[src/rtl/fsram_dp_pkg.sv]
`default_nettype none
// ============================================================================
// Module      : fsram_dp_pkg
// Description : Shared definitions for the FSRAM data-process block:
//               - op-code values and their widths
//               - a helper that maps an op code to the number of window
//                 entries it shifts in
//               - a helper that maps an op code to the number of zero
//                 pixels it inserts
// Revision    : 1.0 - initial release
// ============================================================================
package fsram_dp_pkg;

    localparam int DP_CODE_W = 3;
    localparam int FILL_W    = 2;

    localparam logic [DP_CODE_W-1:0] DP_IDLE    = 3'd0;
    localparam logic [DP_CODE_W-1:0] DP_ZERO3   = 3'd1;
    localparam logic [DP_CODE_W-1:0] DP_PADF    = 3'd2;
    localparam logic [DP_CODE_W-1:0] DP_PADB    = 3'd3;
    localparam logic [DP_CODE_W-1:0] DP_ZERO1   = 3'd4;
    localparam logic [DP_CODE_W-1:0] DP_FRONT   = 3'd5;
    localparam logic [DP_CODE_W-1:0] DP_BACK    = 3'd6;
    localparam logic [DP_CODE_W-1:0] DP_ILLEGAL = 3'd7;

    // Number of entries a code pushes into the window (0 = no shift).
    function automatic logic [FILL_W-1:0] dp_shift_cnt(input logic [DP_CODE_W-1:0] code);
        logic [FILL_W-1:0] cnt;
        cnt = '0;
        case (code)
            DP_ZERO3:                     cnt = 2'd3;
            DP_PADF, DP_PADB:             cnt = 2'd2;
            DP_ZERO1, DP_FRONT, DP_BACK:  cnt = 2'd1;
            default:                      cnt = 2'd0;
        endcase
        return cnt;
    endfunction

    // Number of zero pixels a code inserts into the window.
    function automatic logic [1:0] dp_zero_ins(input logic [DP_CODE_W-1:0] code);
        logic [1:0] cnt;
        cnt = '0;
        case (code)
            DP_ZERO3:                     cnt = 2'd3;
            DP_PADF, DP_PADB, DP_ZERO1:   cnt = 2'd1;
            default:                      cnt = 2'd0;
        endcase
        return cnt;
    endfunction

endpackage
`default_nettype wire

[src/rtl/fsram_dp_lane.sv]
`default_nettype none
// ============================================================================
// Module      : fsram_dp_lane
// Description : One lane's 3-pixel row window. Splits the 16-bit SRAM word
//               into front [15:8] and back [7:0] pixels and shifts them,
//               or zero padding, into the window according to the op code.
// Ports       : clk, rst_n      - clock, async active-low reset
//               word           - selected SRAM word for this lane
//               code           - delayed op code (applies this cycle)
//               win            - window; top pixel oldest, bottom newest
// Revision    : 1.0 - initial release
// ============================================================================
module fsram_dp_lane
    import fsram_dp_pkg::*;
#(
    parameter int PIX_W = 8
) (
    input  logic                 clk,
    input  logic                 rst_n,
    input  logic [15:0]          word,
    input  logic [DP_CODE_W-1:0] code,
    output logic [3*PIX_W-1:0]   win
);

    localparam logic [PIX_W-1:0] c_zero = '0;

    logic [3*PIX_W-1:0] r_win;
    logic [3*PIX_W-1:0] w_win_next;
    logic [PIX_W-1:0]   w_front;
    logic [PIX_W-1:0]   w_back;

    assign w_front = word[15 -: PIX_W];
    assign w_back  = word[PIX_W-1:0];

    // Two-entry codes drop the two oldest pixels; the first listed entry
    // lands in the middle slot so it ends up older than the second.
    always_comb begin
        w_win_next = r_win;
        case (code)
            DP_ZERO3: w_win_next = '0;
            DP_PADF:  w_win_next = {r_win[PIX_W-1:0], c_zero, w_front};
            DP_PADB:  w_win_next = {r_win[PIX_W-1:0], w_back, c_zero};
            DP_ZERO1: w_win_next = {r_win[2*PIX_W-1:0], c_zero};
            DP_FRONT: w_win_next = {r_win[2*PIX_W-1:0], w_front};
            DP_BACK:  w_win_next = {r_win[2*PIX_W-1:0], w_back};
            default:  w_win_next = r_win;
        endcase
    end

    always_ff @(posedge clk or negedge rst_n) begin
        if (!rst_n) begin
            r_win <= '0;
        end else begin
            r_win <= w_win_next;
        end
    end

    assign win = r_win;

endmodule
`default_nettype wire

[src/rtl/fsram_data_proc.sv]
`default_nettype none
// ============================================================================
// Module      : fsram_data_proc
// Description : Consumes the FSRAM pair read data. Stage 0 registers the
//               op code and bank/port select alongside the SRAM read
//               address; stage 1 muxes the returned word and updates
//               SRAM_NUM lane windows, the fill counter and flags.
// Ports       : clk, rst_n          - clock, async active-low reset
//               data_process_reg    - op code (same cycle as read address)
//               sram_sel1/sram_sel2 - bank (FSRAM1/2) and port (A/B) select
//               QA_1/QB_1/QA_2/QB_2 - FSRAM read data, SRAM_NUM*16 bits
//               win_out             - lane windows, lane i at [i*3*PIX_W +:]
//               win_valid           - window updated and full
//               code_err            - sticky illegal-code flag
//               zero_cnt            - inserted zero-pixel count (only with
//                                     FSRAM_DP_ZERO_CNT_EN defined)
// Revision    : 1.0 - initial release
// ============================================================================
module fsram_data_proc
    import fsram_dp_pkg::*;
#(
    parameter int SRAM_NUM = 16,
    parameter int PIX_W    = 8
) (
    input  logic                        clk,
    input  logic                        rst_n,
    input  logic [DP_CODE_W-1:0]        data_process_reg,
    input  logic                        sram_sel1,
    input  logic                        sram_sel2,
    input  logic [SRAM_NUM*16-1:0]      QA_1,
    input  logic [SRAM_NUM*16-1:0]      QB_1,
    input  logic [SRAM_NUM*16-1:0]      QA_2,
    input  logic [SRAM_NUM*16-1:0]      QB_2,
    output logic [SRAM_NUM*3*PIX_W-1:0] win_out,
    output logic                        win_valid,
    output logic                        code_err
`ifdef FSRAM_DP_ZERO_CNT_EN
    ,
    output logic [15:0]                 zero_cnt
`endif
);

    localparam int LANE_W = 3 * PIX_W;

    logic [DP_CODE_W-1:0]   r_code_d;
    logic [1:0]             r_sel_d;
    logic [FILL_W-1:0]      r_fill;
    logic                   r_win_valid;
    logic                   r_code_err;

    logic [SRAM_NUM*16-1:0] w_q;
    logic [FILL_W-1:0]      w_shift;
    logic [FILL_W:0]        w_fill_sum;
    logic [FILL_W-1:0]      w_fill_next;

    // Stage 0: align code and select with the one-cycle SRAM read latency.
    always_ff @(posedge clk or negedge rst_n) begin
        if (!rst_n) begin
            r_code_d <= DP_IDLE;
            r_sel_d  <= '0;
        end else begin
            r_code_d <= data_process_reg;
            r_sel_d  <= {sram_sel1, sram_sel2};
        end
    end

    // Stage 1: one select for all lanes, so lanes never mix banks/ports.
    always_comb begin
        w_q = QA_1;
        case (r_sel_d)
            2'b00:   w_q = QA_1;
            2'b01:   w_q = QB_1;
            2'b10:   w_q = QA_2;
            default: w_q = QB_2;
        endcase
    end

    generate
        for (genvar gi = 0; gi < SRAM_NUM; gi++) begin : g_lane
            fsram_dp_lane #(
                .PIX_W (PIX_W)
            ) u_lane (
                .clk   (clk),
                .rst_n (rst_n),
                .word  (w_q[gi*16 +: 16]),
                .code  (r_code_d),
                .win   (win_out[gi*LANE_W +: LANE_W])
            );
        end
    endgenerate

    // Fill saturates at 3; the carry bit of the sum flags overflow.
    assign w_shift    = dp_shift_cnt(r_code_d);
    assign w_fill_sum = {1'b0, r_fill} + {1'b0, w_shift};

    always_comb begin
        w_fill_next = r_fill;
        if (r_code_d == DP_ZERO3) begin
            w_fill_next = {FILL_W{1'b1}};
        end else if (w_fill_sum[FILL_W]) begin
            w_fill_next = {FILL_W{1'b1}};
        end else begin
            w_fill_next = w_fill_sum[FILL_W-1:0];
        end
    end

    always_ff @(posedge clk or negedge rst_n) begin
        if (!rst_n) begin
            r_fill      <= '0;
            r_win_valid <= 1'b0;
            r_code_err  <= 1'b0;
        end else begin
            r_fill      <= w_fill_next;
            r_win_valid <= (w_shift != '0) && (w_fill_next == {FILL_W{1'b1}});
            r_code_err  <= r_code_err | (r_code_d == DP_ILLEGAL);
        end
    end

    assign win_valid = r_win_valid;
    assign code_err  = r_code_err;

`ifdef FSRAM_DP_ZERO_CNT_EN
    logic [15:0] r_zero_cnt;

    // Wraps modulo 2^16 by natural overflow.
    always_ff @(posedge clk or negedge rst_n) begin
        if (!rst_n) begin
            r_zero_cnt <= '0;
        end else begin
            r_zero_cnt <= r_zero_cnt + {14'd0, dp_zero_ins(r_code_d)};
        end
    end

    assign zero_cnt = r_zero_cnt;
`else
    // Zero-pixel counter not built in this configuration.
`endif

endmodule
`default_nettype wire

[config.mk]
export PLATFORM = sky130hd
export DESIGN_NAME = fsram_data_proc
export DESIGN_NICKNAME = d
export VERILOG_FILES = /design/src/rtl/fsram_dp_pkg.sv /design/src/rtl/fsram_dp_lane.sv /design/src/rtl/fsram_data_proc.sv
export SDC_FILE = /design/constraint.sdc
export NUM_CORES = 1
export LEC_CHECK = 0
export CORE_AREA = 3 3 556 558
export DETAILED_ROUTE_END_ITERATION = 8
export DIE_AREA = 0 0 559 561
export PLACE_DENSITY_LB_ADDON = 0.1
export SLEW_MARGIN = 10
export SYNTH_ARGS = -nofsm -noshare
export SYNTH_HDL_FRONTEND = slang
export SYNTH_SLANG_ARGS = --single-unit
[constraint.sdc]
create_clock -name clk -period 4.2 [get_ports clk]
set_clock_uncertainty 0.1 [all_clocks]
set_input_delay 0.84 -clock clk [delete_from_list [all_inputs] [get_ports clk]]
set_output_delay 0.84 -clock clk [all_outputs]
set_load 0.01 [all_outputs]
==> results of run 1 <==
## per-layer routing
layer	up-vias	GRT usage [%]	wire, µm	part of all wire, %
met5	-	0	96	0.040
met4	16	2.70	3980	1.7
met3	212	4.93	19800	8.3
met2	1345	26.0	120000	50
met1	14481	17.1	95100	40
li1	12241	-	-	-
## worst paths after layout
path                            cells past startpoint                               endpoint
worst max-delay path                                4    g_lane[9].u_lane.win[5]$_DFFE_PN0P_
worst min-delay path                                1                     code_err$_DFF_PN0_
worst max register to register                      4    g_lane[9].u_lane.win[5]$_DFFE_PN0P_
worst min register to register                      1                     code_err$_DFF_PN0_
max in group asynchronous                           4  g_lane[13].u_lane.win[10]$_DFFE_PN0P_
min in group asynchronous                           2    g_lane[3].u_lane.win[5]$_DFFE_PN0P_
## kinds of logic after synthesis
kind of cell             Yosys count  synth area share, %
AO/OA/AOI/OAI                    773                 22.7
multiplexers                     512                 28.0
AND/OR/NAND/NOR                  437                 6.53
flip-flops                       393                 37.5
buffers and inverters            283                 5.14
adder cells (fa/ha/maj)            2                0.124
## cells in the mapped netlist, types with 2 or more instances
cell type and number:
a31oi_1 157, clkbuf_1 157, o21ai_0 99, a221o_1 128, or3_1 2, buf_1 13
mux2_1 26, nand2b_1 2, o211ai_1 99, a22o_1 99, a311oi_1 4, mux2_2 172
buf_2 85, buf_6 20, o22ai_1 29, dfrtp_1 393, nor3b_1 5, a221oi_1 153
mux2i_1 157, nor2_1 3, mux4_2 157, buf_4 8, nand2_1 414
## final cells by class
class | count | area [µm²] | area share (%)
Antenna cell | 14 | 35.0 | 0.0736
Clock buffer | 97 | 1960 | 4.13
Clock inverter | 27 | 338 | 0.710
Multi-Input combinational cell | 1724 | 15100 | 31.8
Sequential cell | 393 | 9850 | 20.7
Tap cell | 4100 | 5130 | 10.8
Timing Repair Buffer | 1496 | 15100 | 31.8
## flip-flops by register name (all words and copies together) (netlist names)
register           cells
code_err               1
g_lane.u_lane.win    384
win_valid              1
r_code_d               3
r_sel_d                2
r_fill                 2
## report_power, final
part | switching, µW | internal [µW] | total, µW
Clock | 2540 | 3590 | 6130
Sequential | 647 | 4230 | 4870
Combinational | 2310 | 2460 | 4770
Total | 5500 | 10300 | 15800
## per-stage QoR
| step | util (%) | std cells | instance area [µm²] | power (µW) |
|---|---|---|---|---|
| finish | 15.6 | 7851 | 47600 | 15800 |
| global route | 15.6 | 7843 | 47500 | 16600 |
| CTS | 15.6 | 7837 | 47500 | 16300 |
| detailed placement | 14.8 | 7712 | 45200 | 9870 |
| global placement | 14.8 | 7712 | 45200 | 9870 |
| floorplan | - | 2400 | 26200 | 6330 |
## what timing repair did
action	4_1_cts	5_1_grt
hold endpoints to repair	28	0
endpoints found under the setup margin	0	0
hold buffers	1	0
buffers inserted	0	0
## critical path, stage by stage (launching register included)
cell,delay [ps]
dfrtp_2,800
and3_4,310
or2_4,700
buf_12,500
a221o_1,280
==> summary.txt, run 1 <==
Logic synthesis
  • Cell variety after synth: 41
  • Area contributors post-synth: dfrtp_1, mux4_2, mux2_2, mux2i_1, nand2_1
  • Synth Instances: 2400
  • Post-synth top area share: 37.5%
  • YS warnings: 0
  • Mapped Nets: 3433
  • Mapped cell area: 26200 µm²
  • Register area share after synthesis: 37.5%
  • EDFF count, synth: 0
  • Ys async rst share: 100%
  • Leading area contributor after synthesis: dfrtp_1
  • FF+latch count, synth: 393
  • Syn Area/Cell: 10.9 µm²
  • Main synth FF type: dfrtp_1

Clocking
  • Num Clock Sinks: 393
  • CTS tree: yes
  • Clk root buf: clkbuf_16
  • CTS buffer count: 69
  • H-tree Lvls: 3
  • Longest Clk Path Bufs: 3
  • Resize count post-CTS: 0
  • Reg clk slew, reported paths: 60 ps
  • Worst skew pair latency: 690 ps

Global route
  • Largest net degree at the start of global routing: 116
  • Gr ovfl total: 0
  • First-pass GRT wire length: 311 mm
  • Vias in the first global route: 29760
  • Initial antenna violation count: 81
  • GRT Total Usage: 14.6%

Run status
  • Status: complete, no violations

Detailed routing
  • DRC: 0
  • Routed WL: 239 mm
  • WL per Instance: 30.4 µm
  • DRT Pass-1 Iters: 8
  • Drt initial violations: 1769
  • Vias/cell: 3.60
  • Via count: 28295
  • Post-route ant nets: 0

Pwr
  • Pwr Density: 332 nW/µm²
  • Leakage: 0.0169 µW
  • Max VDD drop: 0.000240 V

Place
  • Number of port buffers: 1416
  • RD Place Congestion: 0.863
  • DP HPWL: 184 mm
  • Worst Setup Slack post-DPL: 1020 ps

Timing
  • Fin worst setup slack: 1070 ps
  • Setup TNS: 0 ps
  • Tcrit/Tclk final: 74.6%
  • Slew Limit Fails: 0
  • Final Hold Viols: 0
  • Peak Freq: 319 MHz
  • Finish-stage setup viols: 0
  • Slew HR: 28.9%
  • WHS: 420 ps
  • Worst Tran Pin Value: 1070 ps
  • Min Tclk post-route: 3130 ps
  • Unrepaired setup endpoints after global routing: no

Floorplan
  • Core Footprint: 305000 µm²
  • IO Count: 1417
  • Die extent in y: 561 µm
  • Rows: 203
  • Die Width: 559 µm
  • Die area: 314000 µm²
  • Initial Util: 8.60%

Critical path
  • Crit. End Element: flop
  • Crit path from: r_code_d[0]$_DFF_PN0_
  • Worst Path Required: 4700 ps
  • Reg2reg setup slack: 1070 ps
  • Crit path kind: reg2reg
  • Critical Path Start Type: flop
  • Crit Path Max Fanout: 87
  • Critical Path AT: 3630 ps
  • Reg2Reg Launch Point: r_code_d[0]$_DFF_PN0_

Final layout
  • Nets: 4717
  • Leading cell type in the layout, fill and taps excluded: clkdlybuf4s50_1
  • Fraction of layout cells with a size suffix above 1: 14.3%
  • Layout area overhead: 81.4%
  • Count of filler cells inserted in the layout: 33938
  • Commonest cells after routing, fill and taps aside: clkdlybuf4s50_1, nand2_1, dfrtp_1

Worst hold path
  • Min-Delay Startpoint: code_err$_DFF_PN0_
  • Worst hold-check path type: reg2reg

Flow run
  • Maxcap violations: 0
Power figures use the tool's default switching activity.
==> inputs of run 2 (changes only) <==
- clock period: 4.2 -> 2.7 ns (I/O delays scaled with it)
==> run 2 against run 1 <==
  * Wire length up 2.4%
  * Via count up 1.3%
  * Final area up 1.9%
  * Largest cell class is now non-clock buffers
  * Clock power up 52%
  * First-iteration DRC count up 10%
  * Final cell count up 0.69%
  * Worst hold slack worse by 200 ps
  * Sequential share of layout area down 0.37 points
  * Largest power group unchanged
  * Sequential power up 55%
  * Die area unchanged
  * Sequential cell count unchanged
==> summary.txt, run 2 (synthesized netlist as in run 1, its figures left out) <==
Floorplan
  • IO Count: 1417 (unchanged)
  • Die extent in y: 561 µm (unchanged)
  • Rows: 203 (unchanged)
  • Die Width: 559 µm (unchanged)
  • Core Footprint: 305000 µm² (unchanged)
  • Initial Util: 8.60% (unchanged)
  • Die area: 314000 µm² (unchanged)

Detailed routing
  • DRT Pass-1 Iters: 5 (-3)
  • Post-route ant nets: 0 (unchanged)
  • DRC: 0 (unchanged)
  • Via count: 28668 (+1.3%)
  • Vias/cell: 3.63 (+0.63%)
  • WL per Instance: 30.9 µm (+1.7%)
  • Drt initial violations: 1954 (+10%)
  • Routed WL: 244 mm (+2.4%)

Final layout
  • Count of filler cells inserted in the layout: 33911 (-0.080%)
  • Leading cell type in the layout, fill and taps excluded: clkdlybuf4s50_1
  • Max reg flops: 384 (unchanged)
  • Nets: 4778 (+1.3%)
  • Multi-input gate area: 15100 µm² (unchanged)
  • Sequential Area: 9860 µm² (about the same)
  • Layout area overhead: 84.9%
  • Post-Layout Cell Count: 7905 (+0.69%)
  • Commonest cells after routing, fill and taps aside: clkdlybuf4s50_1, nand2_1, dfrtp_1
  • Fraction of layout cells with a size suffix above 1: 15.9% (+1.6 points)
  • Cell area after layout: 48500 µm² (+1.9%)

Critical path
  • Critical Path Start Type: flop
  • CP bufs+invs: 1 (unchanged)
  • Worst path cell trace: clkdlybuf4s50_1
  • Crit path kind: reg2out
  • Worst Path Required: 2060 ps (-2640 ps)
  • Critical Path AT: 1940 ps (-1690 ps)
  • Crit. End Element: primary output
  • CP max stage delay: 760 ps (-40 ps)
  • Crit path max-delay cell type: clkdlybuf4s50_1
  • Top delay family on crit path: buffers and inverters
  • Crit Path Max Fanout: 2 (-98%)

Timing
  • Unrepaired setup endpoints after global routing: no
  • Min Tclk post-route: 2580 ps
  • Slew HR: 5.26% (-24 points)
  • Peak Freq: 388 MHz
  • Finish-stage setup viols: 0 (unchanged)
  • Slew Limit Fails: 0 (unchanged)
  • Tcrit/Tclk final: 95.5%
  • Worst Tran Pin Value: 1420 ps (+354 ps)
  • Fin worst setup slack: 121 ps (-946 ps)
  • Final Hold Viols: 0 (unchanged)
  • Setup TNS: 0 ps (unchanged)

Pwr
  • Power Internal: 16100 µW (+57%)
  • Leakage: 0.0174 µW (+3.0%)
  • Gate power share: 31.4% (+1.1 points)
  • Power, Total: 24500 µW (+56%)
  • Switch Pwr: 8410 µW (+53%)
  • Max VDD drop: 0.000483 V (+100%)
  • Flop pwr share: 30.7% (-0.2 points)
  • Sw Ratio: 34.2% (-0.60 points)
  • Part of the power in the clock network: 37.9% (-0.9 points)
  • Pwr Density: 506 nW/µm² (+53%)

Flow run
  • Maxcap violations: 0 (unchanged)

Global route
  • Initial antenna violation count: 83 (+2.5%)
  • Gr ovfl total: 0 (unchanged)
  • GRT Total Usage: 15.0% (+0.35 points)
  • Vias in the first global route: 30095 (+1.1%)
  • First-pass GRT wire length: 318 mm (+2.2%)
  • Largest net degree at the start of global routing: 118 (+1.7%)

Place
  • Inst Count DP: 7774 (+0.80%)
  • Worst Setup Slack post-DPL: 161 ps (-861 ps)
  • RD Place Congestion: 0.894 (+3.6%)
  • DP HPWL: 192 mm (+4.2%)
  • Post-placement cell area: 46200 µm² (+2.1%)
  • Number of port buffers: 1416 (unchanged)

Clocking
  • CTS tree: yes
  • CTS buffer count: 68 (-1.4%)
  • Longest Clk Path Bufs: 3 (unchanged)
  • H-tree Lvls: 3 (unchanged)
  • # Post-CTS Setup Buffers: 0 (unchanged)
  • Worst skew pair latency: 670 ps (-20 ps)
  • Reg clk slew, reported paths: 60 ps (about the same)
  • Clk root buf: clkbuf_16
  • Num Clock Sinks: 393 (unchanged)

Run status
  • Status: complete, no violations

Worst hold path
  • Worst hold-check path type: in2reg
-- run 2: worst paths after layout --
check | cells after the start | startpoint | slack (ps) | endpoint
min in group asynchronous | 2 | rst_n | 260 | g_lane[3].u_lane.win[6]$_DFFE_PN0P_
min | 1 | sram_sel1 | 210 | r_sel_d[1]$_DFF_PN0_
max in group asynchronous | 4 | rst_n | 1270 | g_lane[0].u_lane.win[14]$_DFFE_PN0P_
max reg2reg | 4 | r_sel_d[0]$_DFF_PN0_ | 260 | g_lane[0].u_lane.win[7]$_DFFE_PN0P_
max | 1 | g_lane[3].u_lane.win[7]$_DFFE_PN0P_ | 120 | win_out[79]
min reg2reg | 1 | code_err$_DFF_PN0_ | 370 | code_err$_DFF_PN0_
-- run 2: final cells by class --
class                           instances  share of cell area (%)
Timing Repair Buffer                 1558                    33.1
Multi-Input combinational cell       1724                    31.2
Sequential cell                       393                    20.3
Tap cell                             4100                    10.6
Clock buffer                          102                    4.21
Clock inverter                         17                   0.485
Antenna cell                           11                  0.0568
-- run 2: what timing repair did --
item	CTS	global route
endpoints found under the hold margin	29	0
hold buffers	1	0
setup endpoints to repair	17	1
resized for setup	17	1
-- run 2: metrics by stage --
stage,util (%),hold slack (ps)
2_1_floorplan,-,144
3_3_place_gp,15.1,362
3_5_place_dp,15.1,362
4_1_cts,15.9,93.0
5_1_grt,15.9,133
6_report,15.9,215
-- run 2: metal layers --
metal | GRT usage, % | part of all wire, %
met1 | 17.7 | 40
met2 | 26.5 | 50
met3 | 5.08 | 8.2
met4 | 2.68 | 1.7
met5 | 0 | 0.032
-- run 2: power by group through the flow --
stage | Sequential (µW) | Combinational (µW) | Clock [µW]
after floorplan | 7500 | 2340 | 0
after global placement | 7650 | 7970 | 0
after detailed placement | 7660 | 7940 | 0
after CTS | 7570 | 7960 | 9850
after global routing | 7650 | 8260 | 9970
final | 7530 | 7710 | 9310
